`config.mk`:
```
export PLATFORM = sky130hd
export DESIGN_NAME = rf_access_arbiter
export DESIGN_NICKNAME = d
export VERILOG_FILES = /design/src/rtl/rf_access_arbiter.sv
export SDC_FILE = /design/constraint.sdc
export NUM_CORES = 1
export LEC_CHECK = 0
export CAP_MARGIN = 20
export CORE_ASPECT_RATIO = 0.8
export CORE_MARGIN = 5
export CORE_UTILIZATION = 31
export CTS_CLUSTER_SIZE = 8
export DETAILED_ROUTE_END_ITERATION = 12
export GPL_ROUTABILITY_DRIVEN = 0
export PLACE_DENSITY = 0.88
export SLEW_MARGIN = 10
export SYNTH_ARGS = -nofsm -noshare
export SYNTH_HDL_FRONTEND = slang
export SYNTH_SLANG_ARGS = --single-unit
```
`constraint.sdc`:
```
create_clock -name CLK -period 2.25 [get_ports CLK]
set_input_delay 0.45 -clock CLK [delete_from_list [all_inputs] [get_ports CLK]]
set_output_delay 0.45 -clock CLK [all_outputs]
set_load 0.01 [all_outputs]
```
`src/rtl/rf_access_arbiter.sv`:
```
// ---------------------------------------------------------------------------
// rf_access_arbiter
//
// Shares a single-port register file between NREQ requesters. Each command
// goes through a valid/ready handshake in IDLE, is presented to the register
// file for one cycle in ISSUE, and is answered with a one-cycle response
// pulse in RESP. Only one operation is ever in flight.
//
// Build option:
//   RFARB_ROUND_ROBIN_EN  defined   -> round-robin arbitration (pointer reg)
//                         undefined -> fixed priority, lowest index wins
//
// Ports:
//   CLK, RESET            clock, asynchronous active-high reset
//   REQ_VALID/READY       per-requester command handshake (READY is comb)
//   REQ_WR                per-requester op (1 = write, 0 = read)
//   REQ_ADDR, REQ_WDATA   flattened per-requester address / write data
//   RSP_VALID             one-cycle response pulse to the granted requester
//   RSP_RDATA             shared read-data bus (0 for writes / no response)
//   BUSY                  high while an operation is in flight
//   RF_EN/WR/ADDR/DIN     register file ENABLE / WR / ADD_WR / DATAIN
//   RF_DOUT               register file OUT1 (registered read output)
// ---------------------------------------------------------------------------
module rf_access_arbiter #(
  parameter int NBIT  = 64,
  parameter int NADDR = 4,
  parameter int NREQ  = 2
) (
  input  logic                   CLK,
  input  logic                   RESET,
  input  logic [NREQ-1:0]        REQ_VALID,
  output logic [NREQ-1:0]        REQ_READY,
  input  logic [NREQ-1:0]        REQ_WR,
  input  logic [NREQ*NADDR-1:0]  REQ_ADDR,
  input  logic [NREQ*NBIT-1:0]   REQ_WDATA,
  output logic [NREQ-1:0]        RSP_VALID,
  output logic [NBIT-1:0]        RSP_RDATA,
  output logic                   BUSY,
  output logic                   RF_EN,
  output logic                   RF_WR,
  output logic [NADDR-1:0]       RF_ADDR,
  output logic [NBIT-1:0]        RF_DIN,
  input  logic [NBIT-1:0]        RF_DOUT
);

  localparam int GW = (NREQ > 1) ? $clog2(NREQ) : 1;

  typedef enum logic [1:0] {
    IDLE  = 2'd0,
    ISSUE = 2'd1,
    RESP  = 2'd2
  } state_t;

  state_t            state_q, state_d;
  logic [GW-1:0]     gnt_q, gnt_d;
  logic              wr_q, wr_d;
  logic [NADDR-1:0]  addr_q, addr_d;
  logic [NBIT-1:0]   wdata_q, wdata_d;

  logic [GW-1:0]     win_idx;
  logic              win_any;
  logic              hs;

`ifdef RFARB_ROUND_ROBIN_EN
  logic [GW-1:0]     ptr_q, ptr_d;

  // Search starts at the pointer and wraps, so the last winner drops to
  // lowest priority on the next arbitration.
  always_comb begin
    int idx;
    win_idx = '0;
    win_any = 1'b0;
    idx     = 0;
    for (int k = 0; k < NREQ; k++) begin
      idx = int'(ptr_q) + k;
      if (idx >= NREQ) idx = idx - NREQ;
      if (!win_any && REQ_VALID[idx]) begin
        win_any = 1'b1;
        win_idx = GW'(idx);
      end
    end
  end

  always_comb begin
    ptr_d = ptr_q;
    if (hs) begin
      ptr_d = (int'(win_idx) == NREQ - 1) ? '0 : win_idx + GW'(1);
    end
  end

  always_ff @(posedge CLK or posedge RESET) begin
    if (RESET) ptr_q <= '0;
    else       ptr_q <= ptr_d;
  end
`else
  always_comb begin
    win_idx = '0;
    win_any = 1'b0;
    for (int k = 0; k < NREQ; k++) begin
      if (!win_any && REQ_VALID[k]) begin
        win_any = 1'b1;
        win_idx = GW'(k);
      end
    end
  end
`endif

  // A grant is only offered in IDLE; the winner's VALID is set by
  // construction, so an offered grant is always a handshake.
  assign hs        = (state_q == IDLE) && win_any;
  assign REQ_READY = hs ? (NREQ'(1) << win_idx) : '0;

  always_comb begin
    state_d = state_q;
    gnt_d   = gnt_q;
    wr_d    = wr_q;
    addr_d  = addr_q;
    wdata_d = wdata_q;
    case (state_q)
      IDLE: begin
        if (hs) begin
          state_d = ISSUE;
          gnt_d   = win_idx;
          wr_d    = REQ_WR[win_idx];
          addr_d  = REQ_ADDR[win_idx*NADDR +: NADDR];
          wdata_d = REQ_WDATA[win_idx*NBIT +: NBIT];
        end
      end
      ISSUE:   state_d = RESP;
      RESP:    state_d = IDLE;
      default: state_d = IDLE;
    endcase
  end

  always_ff @(posedge CLK or posedge RESET) begin
    if (RESET) begin
      state_q <= IDLE;
      gnt_q   <= '0;
      wr_q    <= 1'b0;
      addr_q  <= '0;
      wdata_q <= '0;
    end else begin
      state_q <= state_d;
      gnt_q   <= gnt_d;
      wr_q    <= wr_d;
      addr_q  <= addr_d;
      wdata_q <= wdata_d;
    end
  end

  // The register file acts on the edge that ends ISSUE; its registered
  // output is therefore valid during RESP, where it is forwarded.
  assign RF_EN     = (state_q == ISSUE);
  assign RF_WR     = (state_q == ISSUE) && wr_q;
  assign RF_ADDR   = addr_q;
  assign RF_DIN    = wdata_q;
  assign BUSY      = (state_q != IDLE);
  assign RSP_VALID = (state_q == RESP) ? (NREQ'(1) << gnt_q) : '0;
  assign RSP_RDATA = ((state_q == RESP) && !wr_q) ? RF_DOUT : '0;

endmodule
```
Word-level counts from Yosys, hierarchy flattened:

Index checks and enable logic that the tools add are counted.

* output and inout port bits: 139
* register bits after elaboration: 72
* bits of input ports: 206
* logic and storage cells: 32

* reduce and logical (&&, ||, !) cells: 9
* eq/ne operators: 3
* $lt $le $gt $ge: 1
* shift operators: 4
* mux-type cells: 10

Operator list (number)
* $shiftx A128 B8 Y64: 1
* $mux W64: 1
* $shiftx A8 B4 Y4: 1
* $mux W2: 3
* $mux W1: 5
* $logic_and A1 B1 Y1: 4
* $pmux W2 S2: 1
* $shl A1 B1 Y2 const A: 2
* $eq A2 B1 Y1 const B: 1
* $eq A2 B2 Y1 const B: 1
* $logic_not A1 Y1: 2
* $logic_not A2 Y1: 1
* $lt A1 B2 Y1 const B: 1
* $ne A2 B2 Y1 const B: 1
* $reduce_and A2 Y1: 1
* $reduce_bool A2 Y1: 1

Longest topological paths before layout:

* word-level depth: 7
* depth in mapped cells: 5

Worst setup path after synthesis:

No wires, ideal clock.

* path type: reg2out
* start: reg state_q[0]
* end: out RSP_RDATA[10]
* path buffers: 1
* cell stages (with the launch flop): 5
* required time: 1.800 ns
* arrival time: 1.160 ns
* setup slack: 0.640 ns
* path through: dfrtp_1 nand2b_1 nor2_2 clkbuf_1 and2_1

* longest elaborated chain between the ends: 3

Ends and longest elaborated chain
* start, declared: line 54 `state_t state_q, state_d;`
* start signal, assigned: line 143 `state_q <= state_d;`
* $eq A2 B2 Y1: line 159 `assign RSP_RDATA = ((state_q == RESP) && !wr_q) ? RF_DOUT : '0;`
* $logic_and A1 B1 Y1: line 159
* $mux W64: line 159
* end, declared: line 37 `output logic [NBIT-1:0] RSP_RDATA,`

No other way between the ends.

Final worst setup path:

* start: reg state_q[0]
* end: out RSP_RDATA[61]

Same word-level chain as after synthesis.

==> impl_metrics.yaml <==
setup_path:
  crit_fanout: 16
  crit_chain: "nand2b_4 -> nor2_4 -> buf_12 -> buf_16 -> and2_1 -> clkdlybuf4s15_1"
  end_kind: "output pin"
  setup.worst_path.class: "reg2out"
  crit_slowest_cell: "dfrtp_1"
  crit_path_start_kind: "flip-flop"
  worst_path_dominant_cell_family: "buffers and inverters"
  path_buf_inv: 3
  crit_required_ns: 1.80
  slowest_delay_ns: 0.40
  arrival_ns: 1.74
layout:
  fin_util: 0.597
  n_antenna_cell: 0
  finalNetCount: 872
  instances_no_fill: 855
  final.fill_count: 1139
  drive_gt1_frac: 0.270
  synthToLayoutAreaGrowth_pct: 87.2
timing:
  fmax_mhz: 458
  layout_min_cycle_time_ns: 2.19
  worst_pin_slew_ns: 0.407
  relSlewSlack: 0.729
  setup_viol: 0
  setup-tns-final_ns: 0
  drv_slew: 0
  skew_ns: 0.00786
  setup_slack_ns: 0.0645
  hold_viol: 0
  rsz0062_at_grt: "no"
  fin_crit_sh: 0.971
floorplan:
  core_area_um2: 14400
  ioPinCount: 345
  die_h_um: 119
  die-area_um2: 17300
  initial_core_util: 0.319
  die_x_um: 146
  num_rows: 39
yosys:
  synth_cell_types: 15
  syn_inst: 313
  synth-seq-cells: 72
  synth.top_cells.by_area: "mux2_4 45%, dfrtp_1 39%, and2_1 8.9%"
  async_reset_ff_frac: 1.00
  syn_nets: 519
  synth_sequential_area_ratio: 0.393
  synth.most_common_cell: "mux2_4"
  netlist_top_cells_count: "138 x mux2_4, 72 x dfrtp_1, 65 x and2_1"
  synth_edf_count: 0
  syn_area_um2: 4590
  synth_area_per_cell_um2: 14.7
  synth-main-ff-cell: "dfrtp_1"
  synth_top_area_share: 0.452
  yosysWarnings: 0
  yosysTopAreaCell: "mux2_4"
routing:
  drc: 0
  wirelength_um: 16900
  vias: 3826
  dr.first_iter.drc_count: 116
  drt-wirelength-per-cell_um: 19.8
  vias_per_cell: 4.47
  dr.pass1.iters: 4
  ant_nets: 0
pwr:
  p_leak_nw: 4.11
  ir_drop_mv: 0.620
  power_density_nw_per_um2: 1040
clocking:
  cts_hold_buf: 0
  cts_buffer_depth: 2
  htree_levels: 3
  clockRootBuffer: "clkbuf_16"
  cts_tree: "built"
  path_clk_slew_ns: 0.06
  clk-insertion-delay-late_ns: 0.33
  cts_made_buffers: 9
  cts_sinks: 72
global_route:
  track_usage: 0.187
  antenna_found_initial: 0
  grt_pass1_vias: 4307
  grt_start_max_net_pins: 73
  grt_first_pass_wirelength_um: 25300
  overflow: 0
placed_design:
  dpl.hpwl_um: 13300
  placedCellCount: 835
  place_ws_ns: 0.00919
  portBuffers: 344
flow_run:
  maxCapViolations: 0
run_status:
  status: "finished clean"
worst_hold_path:
  hold_path_class: "reg2reg"
## stage by stage
step | power, W | instance area [um^2] | hold slack [ns]
CTS | 0.00900 | 8550 | 0.515
global route | 0.00935 | 8590 | 0.524
detailed placement | 0.00757 | 8270 | 0.472
finish | 0.00892 | 8590 | 0.513
floorplan | 0.00501 | 4590 | 0.447
global placement | 0.00747 | 8270 | 0.461
## final timing paths
kind / startpoint / end / slack (ns) / depth (start not counted)
hold reg to reg: RF_DIN[16]$_DFFE_PP0P_ / RF_DIN[16]$_DFFE_PP0P_ / 0.51 / 1
setup / recovery: state_q[0]$_DFFE_PP0P_ / RSP_RDATA[61] / 0.06 / 6
setup reg to reg: state_q[0]$_DFFE_PP0P_ / RF_DIN[39]$_DFFE_PP0P_ / 0.66 / 5
hold / removal: RF_DIN[16]$_DFFE_PP0P_ / RF_DIN[16]$_DFFE_PP0P_ / 0.51 / 1
max in group asynchronous: RESET / RF_DIN[48]$_DFFE_PP0P_ / 1.34 / 3
min in group asynchronous: RESET / RF_DIN[15]$_DFFE_PP0P_ / 0.58 / 3
## metal layers
layer  routed length (um)  GRT usage  part of all wire
met5                    0          0                 0
met4                  363     0.0570             0.021
met3                 1230     0.0578             0.073
met2                 8690      0.334              0.51
met1                 6640      0.216              0.39
## layout make-up
type,instances,area (um^2),area share
Timing Repair Buffer,364,3670,0.428
Clock inverter,5,40.0,0.00466
Clock buffer,11,243,0.0283
Sequential cell,72,1800,0.210
Inverter,3,15.0,0.00175
Tap cell,184,230,0.0268
Multi-Input combinational cell,216,2580,0.301
## cells by family (layout without fill, tap and decap cells)
kind of cell / Yosys count / count (layout) / share of synthesized area
multiplexers: 138 / 138 / 0.452
AND/OR/NAND/NOR: 76 / 76 / 0.101
flip-flops: 72 / 72 / 0.393
buffers and inverters: 25 / 383 / 0.0516
AO/OA/AOI/OAI: 2 / 2 / 0.00273
## report_power, final
| part | switching [W] | leakage [nW] | total (W) | internal, W |
|---|---|---|---|---|
| Combinational | 0.00184 | 3.14 | 0.00514 | 0.00330 |
| Clock | 0.000565 | 0.128 | 0.00135 | 0.000783 |
| Sequential | 0.000456 | 0.840 | 0.00243 | 0.00198 |
| Total | 0.00286 | 4.11 | 0.00892 | 0.00606 |
## what timing repair did
item	in CTS	in global routing
gates resized for setup	68	15
pin swaps	0	1
setup buffers	1	1
setup endpoints to repair	66	9
cloned	2	0
endpoints found under the hold margin	0	0
## placed cells by master, fill, tap and decap left out, drive strengths merged
cell type,instances
a21oi,1
and2,66
buf,20
clkbuf,11
clkdlybuf4s15,11
clkdlybuf4s50,278
clkinv,1
clkinvlp,4
dfrtp,72
dlygate4sd2,53
dlymetal6s2s,2
inv,3
mux2,138
nand2b,2
nor2,6
nor2b,2
o21a,1
## registers in the layout, indices dropped and copies added (netlist names)
signal	count
RF_DIN	64
RF_ADDR	4
state_q	2
gnt_q	1
wr_q	1
No activity file was read; power rests on OpenSTA's default activity.
==> variant 1, RTL diff (same settings) <==
Build with the macro `RFARB_ROUND_ROBIN_EN` defined.
--- a/src/rtl/rf_access_arbiter.sv
+++ b/src/rtl/rf_access_arbiter.sv
@@ -23,2 +23,4 @@
 // ---------------------------------------------------------------------------
+`define RFARB_ROUND_ROBIN_EN
+
 module rf_access_arbiter #(
Function: changed (a bounded check fails within 4 cycles, from zero or initial values and one cycle with RESET high).
==> variant 1 against the original RTL <==
- power up 0.11%
- worst setup slack improved by 0.0059 ns
- first-iteration DRC count is 66% higher
- maximum frequency is 0.27% higher
- sequential cell count increased by 1
- design area shrank 12%
- synthesized area is 18% lower
- final cell count fell by 4.2%
- routed wire length increased by 5.7%
- clock power increased by 28%
- critical path type unchanged
- largest cell class unchanged
- highest routed layer unchanged
==> variant 1: results (changes against the original RTL) <==
Metal1 wirelength: 7490 µm (+13%)
Placed instance count: 797 (-4.6%)
Syn Inst Count: 329 (+5.1%)
Worst flop-to-flop path endpoint: RF_DIN[63]
Post-synthesis mux area share: 0 (-0.4517)
Synth Net Count: 535 (+3.1%)
All-Layer GR Usage: 0.2383 (+0.05106)
Met2 WL: 8871 µm (+2.1%)
Hold Path Origin: gnt_q
Maximum vdd ir drop: 0.0005769 V (-7.0%)
Clock Skew: 0.009358 ns (+0.001502 ns)
Sequential share of the synthesized area: 0.4881 (+0.09533)
Final WL: 17,900 µm (+5.7%)
Outcome: finished, final reports clean
Leak: 3.286 nW (-20%)
Top post-synthesis cells by area: dfrtp_1 49%, a221o_1 18%, o21a_1 14%
Via Count: 4,205 (+9.9%)
Share of post-route cells with drive strength above 1: 0.1207 (-0.1490)
Crit path max fanout: 8 (-8)
First-pass GRT wire length: 26,740 µm (+5.6%)
DRT Pass-1 Iters: 6 (+2)
Post-layout nets: 873 (+0.11%)
Largest net degree at the start of global routing: 74 (+1.4%)
WHS Endpoint: gnt_q
Final Non-Filler Cells: 819 (-4.2%)
Multi-input gate area: 0.001733 mm² (-33%)
Number of global-route vias before repair: 4,548 (+5.6%)
Post-DP HPWL: 13,450 µm (+1.1%)
Initial drt markers: 192 (+66%)
Synth top cells by count: 73 x dfrtp_1, 69 x a221o_1, 69 x o21a_1
Filler cell count: 887 (-22%)
Netlist cell types: 17 (+2)
H-tree levels: 3 (unchanged)
Relative slew slack: 0.4728 (-0.2557)
Cell Area, Placed: 0.007300 mm² (-12%)
-- variant 1: cell types whose count changed after synthesis, sizes merged, moves of 2 or more --
cell    unedited run  this run
o21a               1        69
a221o              0        69
clkbuf             6        21
buf               16        14
mux2             138         0
-- variant 1: cell families (layout without fill, tap and decap cells) --
| group | count (synthesis) | in the layout |
|---|---|---|
| flops | 73 | 73 |
| buf+inv | 39 | 381 |
| simple gates | 75 | 75 |
| compound gates | 142 | 142 |
-- variant 1: cell type report --
cell class | instances | area share
Clock buffer | 10 | 0.03018
Clock inverter | 5 | 0.01699
Inverter | 4 | 0.002474
Multi-Input combinational cell | 217 | 0.2284
Sequential cell | 73 | 0.2408
Tap cell | 148 | 0.02441
Timing Repair Buffer | 362 | 0.4568
-- variant 1: how the worst max path moves through the flow --
stage                       from  cells past startpoint  slack (ns)             to
global placement    REQ_VALID[1]                      3       -0.16   REQ_READY[0]
CTS                   state_q[1]                      8     0.00009  RSP_RDATA[53]
finish                state_q[1]                      8        0.07   RSP_RDATA[3]
detailed placement  REQ_VALID[1]                      3       -0.14   REQ_READY[0]
global route          state_q[1]                      7      0.0006  RSP_RDATA[56]
floorplan             state_q[0]                      4        0.54  RSP_RDATA[10]
-- variant 1: worst register-to-register path, cell delays in order (launching register included) --
cell and delay (ns):
dfrtp_1 0.40, nor2_2 0.15, inv_2 0.08, a211oi_4 0.27
buf_4 0.65, a221o_1 0.36
-- variant 1: what timing repair did --
| item | CTS | global route |
|---|---|---|
| endpoints found under the setup margin | 67 | 38 |
| gates resized for setup | 121 | 59 |
| gates cloned | 3 | 0 |
| setup buffers | 4 | 0 |
| hold endpoints to repair | 0 | 0 |
| pin swaps | 1 | 0 |
-- variant 1: through the flow --
stage                     hold WS, ns  power [W]
after floorplan                0.4654   0.004648
after global placement         0.5243   0.007000
after detailed placement       0.5510   0.007175
after CTS                      0.5729   0.009038
after global routing           0.5996   0.009435
final                          0.5712   0.008930
-- variant 1: power breakdown --
part | switching, W | leakage, nW | internal, W | total [W]
clock | 0.000534 | 0.173 | 0.00119 | 0.00173
combinational | 0.00209 | 2.21 | 0.00276 | 0.00485
sequential | 0.000394 | 0.901 | 0.00196 | 0.00235
total | 0.00302 | 3.29 | 0.00591 | 0.00893
-- variant 1: per-layer routing --
metal / vias to the layer above / GRT usage
met5: - / 0
met4: 0 / 0.04748
met3: 15 / 0.07721
met2: 208 / 0.3946
met1: 2064 / 0.3085
li1: 1918 / -
==> variant 2, RTL diff (same settings) <==
Without the edit above. `wdata_q` no longer has a reset.
--- a/src/rtl/rf_access_arbiter.sv
+++ b/src/rtl/rf_access_arbiter.sv
@@ -140,3 +140,2 @@
       addr_q  <= '0;
-      wdata_q <= '0;
     end else begin
@@ -146,4 +145,7 @@
       addr_q  <= addr_d;
-      wdata_q <= wdata_d;
     end
+  end
+
+  always_ff @(posedge CLK) begin
+    wdata_q <= wdata_d;
   end
Formal check against the unedited RTL: not equivalent (a bounded check fails within 4 cycles, from zero or initial values and one cycle with RESET high).
==> variant 2 against the original RTL <==
- design area fell by 13%
- die area is 16% lower
- critical path depth unchanged
- routed wire length down 8.8%
- worst setup slack better by 0.012 ns
- sequential cell count did not move
- synthesized area decreased by 17%
- power shrank 29%
==> variant 2: results (changes against the original RTL) <==
Leak: 3.137 nW (-24%)
Post-DP HPWL: 12,510 µm (-6.0%)
Via/cell ratio: 4.442 (-0.73%)
Clk slew on worst S/H paths: 0.05 ns
Worst setup path startpoint: state_q[0]
Filler cell count: 949 (-17%)
Sequential share of the synthesized area: 0.5588 (+0.1660)
Largest register FFs: 64 (unchanged)
First-pass GRT wire length: 21,910 µm (-13%)
Outcome: finished, final reports clean
WP data required: 1.80 ns (about the same)
Root Driver: clkbuf_16
Worst skew pair latency: 0.33 ns (about the same)
Largest net degree at the start of global routing: 52 (-29%)
CP max-delay cell: dfrtp_2
Cell Area, Placed: 0.007406 mm² (-10%)
Worst Hold Class: input port to asynchronous set/reset pin
Initial antenna violation count: 0 (unchanged)
Share of post-route cells with drive strength above 1: 0.2819 (+0.01218)
Post-synth ARST share: 0.1111 (-0.8889)
All-Layer GR Usage: 0.1987 (+0.01152)
Buffers on Ports: 344 (unchanged)
Slowest stage delay, CP: 0.43 ns (+0.03 ns)
Total clock buffers created by CTS: 9 (unchanged)
Final WL: 15,440 µm (-8.8%)
Ys Warns: 0 (unchanged)
CP delay by family, top: buffers and inverters
Initial drt markers: 125 (+7.8%)
Netlist cell types: 16 (+1)
Number of synthesized flops with an enable pin: 64 (+64)
DRT Pass-1 Iters: 6 (+2)
R2r startpoint: state_q[1]
Number of global-route vias before repair: 3,676 (-15%)
Synth Net Count: 449 (-13%)
Clock Skew: 0.006500 ns (-0.001355 ns)
Relative slew slack: 0.7882 (+0.05969)
Synth top cells by count: 66 x and2_1, 64 x edfxtp_1, 49 x mux2_4
Post-layout nets: 804 (-7.8%)
Maximum vdd ir drop: 0.0006211 V (+0.15%)
Dominant synthesized flop cell: edfxtp_1
Top post-synthesis cells by area: edfxtp_1 51%, mux2_4 19%, and2_1 11%
Register area: 0.002123 mm² (+18%)
Diode count: 0 (unchanged)
Crit path max fanout: 16 (unchanged)
H-tree levels: 3 (unchanged)
CTS max path bufs: 2 (unchanged)
-- variant 2: changes by cell type after synthesis, moves of 2 or more --
cell,delta
buf_2,+2
mux2_4,-89
dfrtp_1,-64
buf_12,+6
mux2_2,+25
buf_6,-7
buf_8,-7
edfxtp_1,+64
-- variant 2: worst paths after layout --
| path | endpoint | slack (ns) | cells past startpoint |
|---|---|---|---|
| max in group asynchronous | state_q[0] | 1.60 | 2 |
| setup / recovery | RSP_RDATA[1] | 0.08 | 6 |
| min in group CLK | RF_ADDR[2] | 0.52 | 1 |
| setup reg to reg | RF_DIN[22] | 0.81 | 3 |
| hold reg to reg | RF_ADDR[2] | 0.52 | 1 |
| hold / removal | wr_q | 0.39 | 2 |
-- variant 2: layout make-up --
| cell class | instances | share of cell area |
|---|---|---|
| well taps | 152 | 0.02542 |
| clock inverters | 6 | 0.005687 |
| clock buffers | 10 | 0.03061 |
| multi-input cells | 153 | 0.2044 |
| inverters | 3 | 0.001505 |
| repair buffers | 359 | 0.4486 |
| flip-flops and latches | 72 | 0.2838 |
-- variant 2: repair_timing --
action	4_1_cts	5_1_grt
gates resized for setup	68	126
pin swaps	1	0
cloned	2	0
endpoints found under the setup margin	65	64
buffers inserted	2	0
-- variant 2: stage by stage --
stage	instances	setup slack (ns)
6_report	755	0.07618
4_1_cts	755	0.02952
2_1_floorplan	243	0.3384
3_5_place_dp	735	0.05625
3_3_place_gp	735	0.1052
5_1_grt	755	-0.003105
-- variant 2: logic make-up after synthesis --
| kind of cell | share of synthesized area |
|---|---|
| AND/OR/NAND/NOR | 0.1219 |
| flip-flops | 0.5588 |
| multiplexers | 0.2679 |
| AO/OA/AOI/OAI | 0.005269 |
| buffers and inverters | 0.04613 |
-- variant 2: metal layers --
| metal | wire, µm | GRT usage | share of wire |
|---|---|---|---|
| met5 | 0 | 0 | 0 |
| met4 | 204 | 0.04258 | 0.013 |
| met3 | 1488 | 0.07749 | 0.096 |
| met1 | 5722 | 0.2293 | 0.37 |
| met2 | 8025 | 0.3529 | 0.52 |
-- variant 2: power by group --
group,switching (W),internal [W]
Clock,0.000552,0.000750
Combinational,0.00123,0.00158
Sequential,0.000172,0.00201
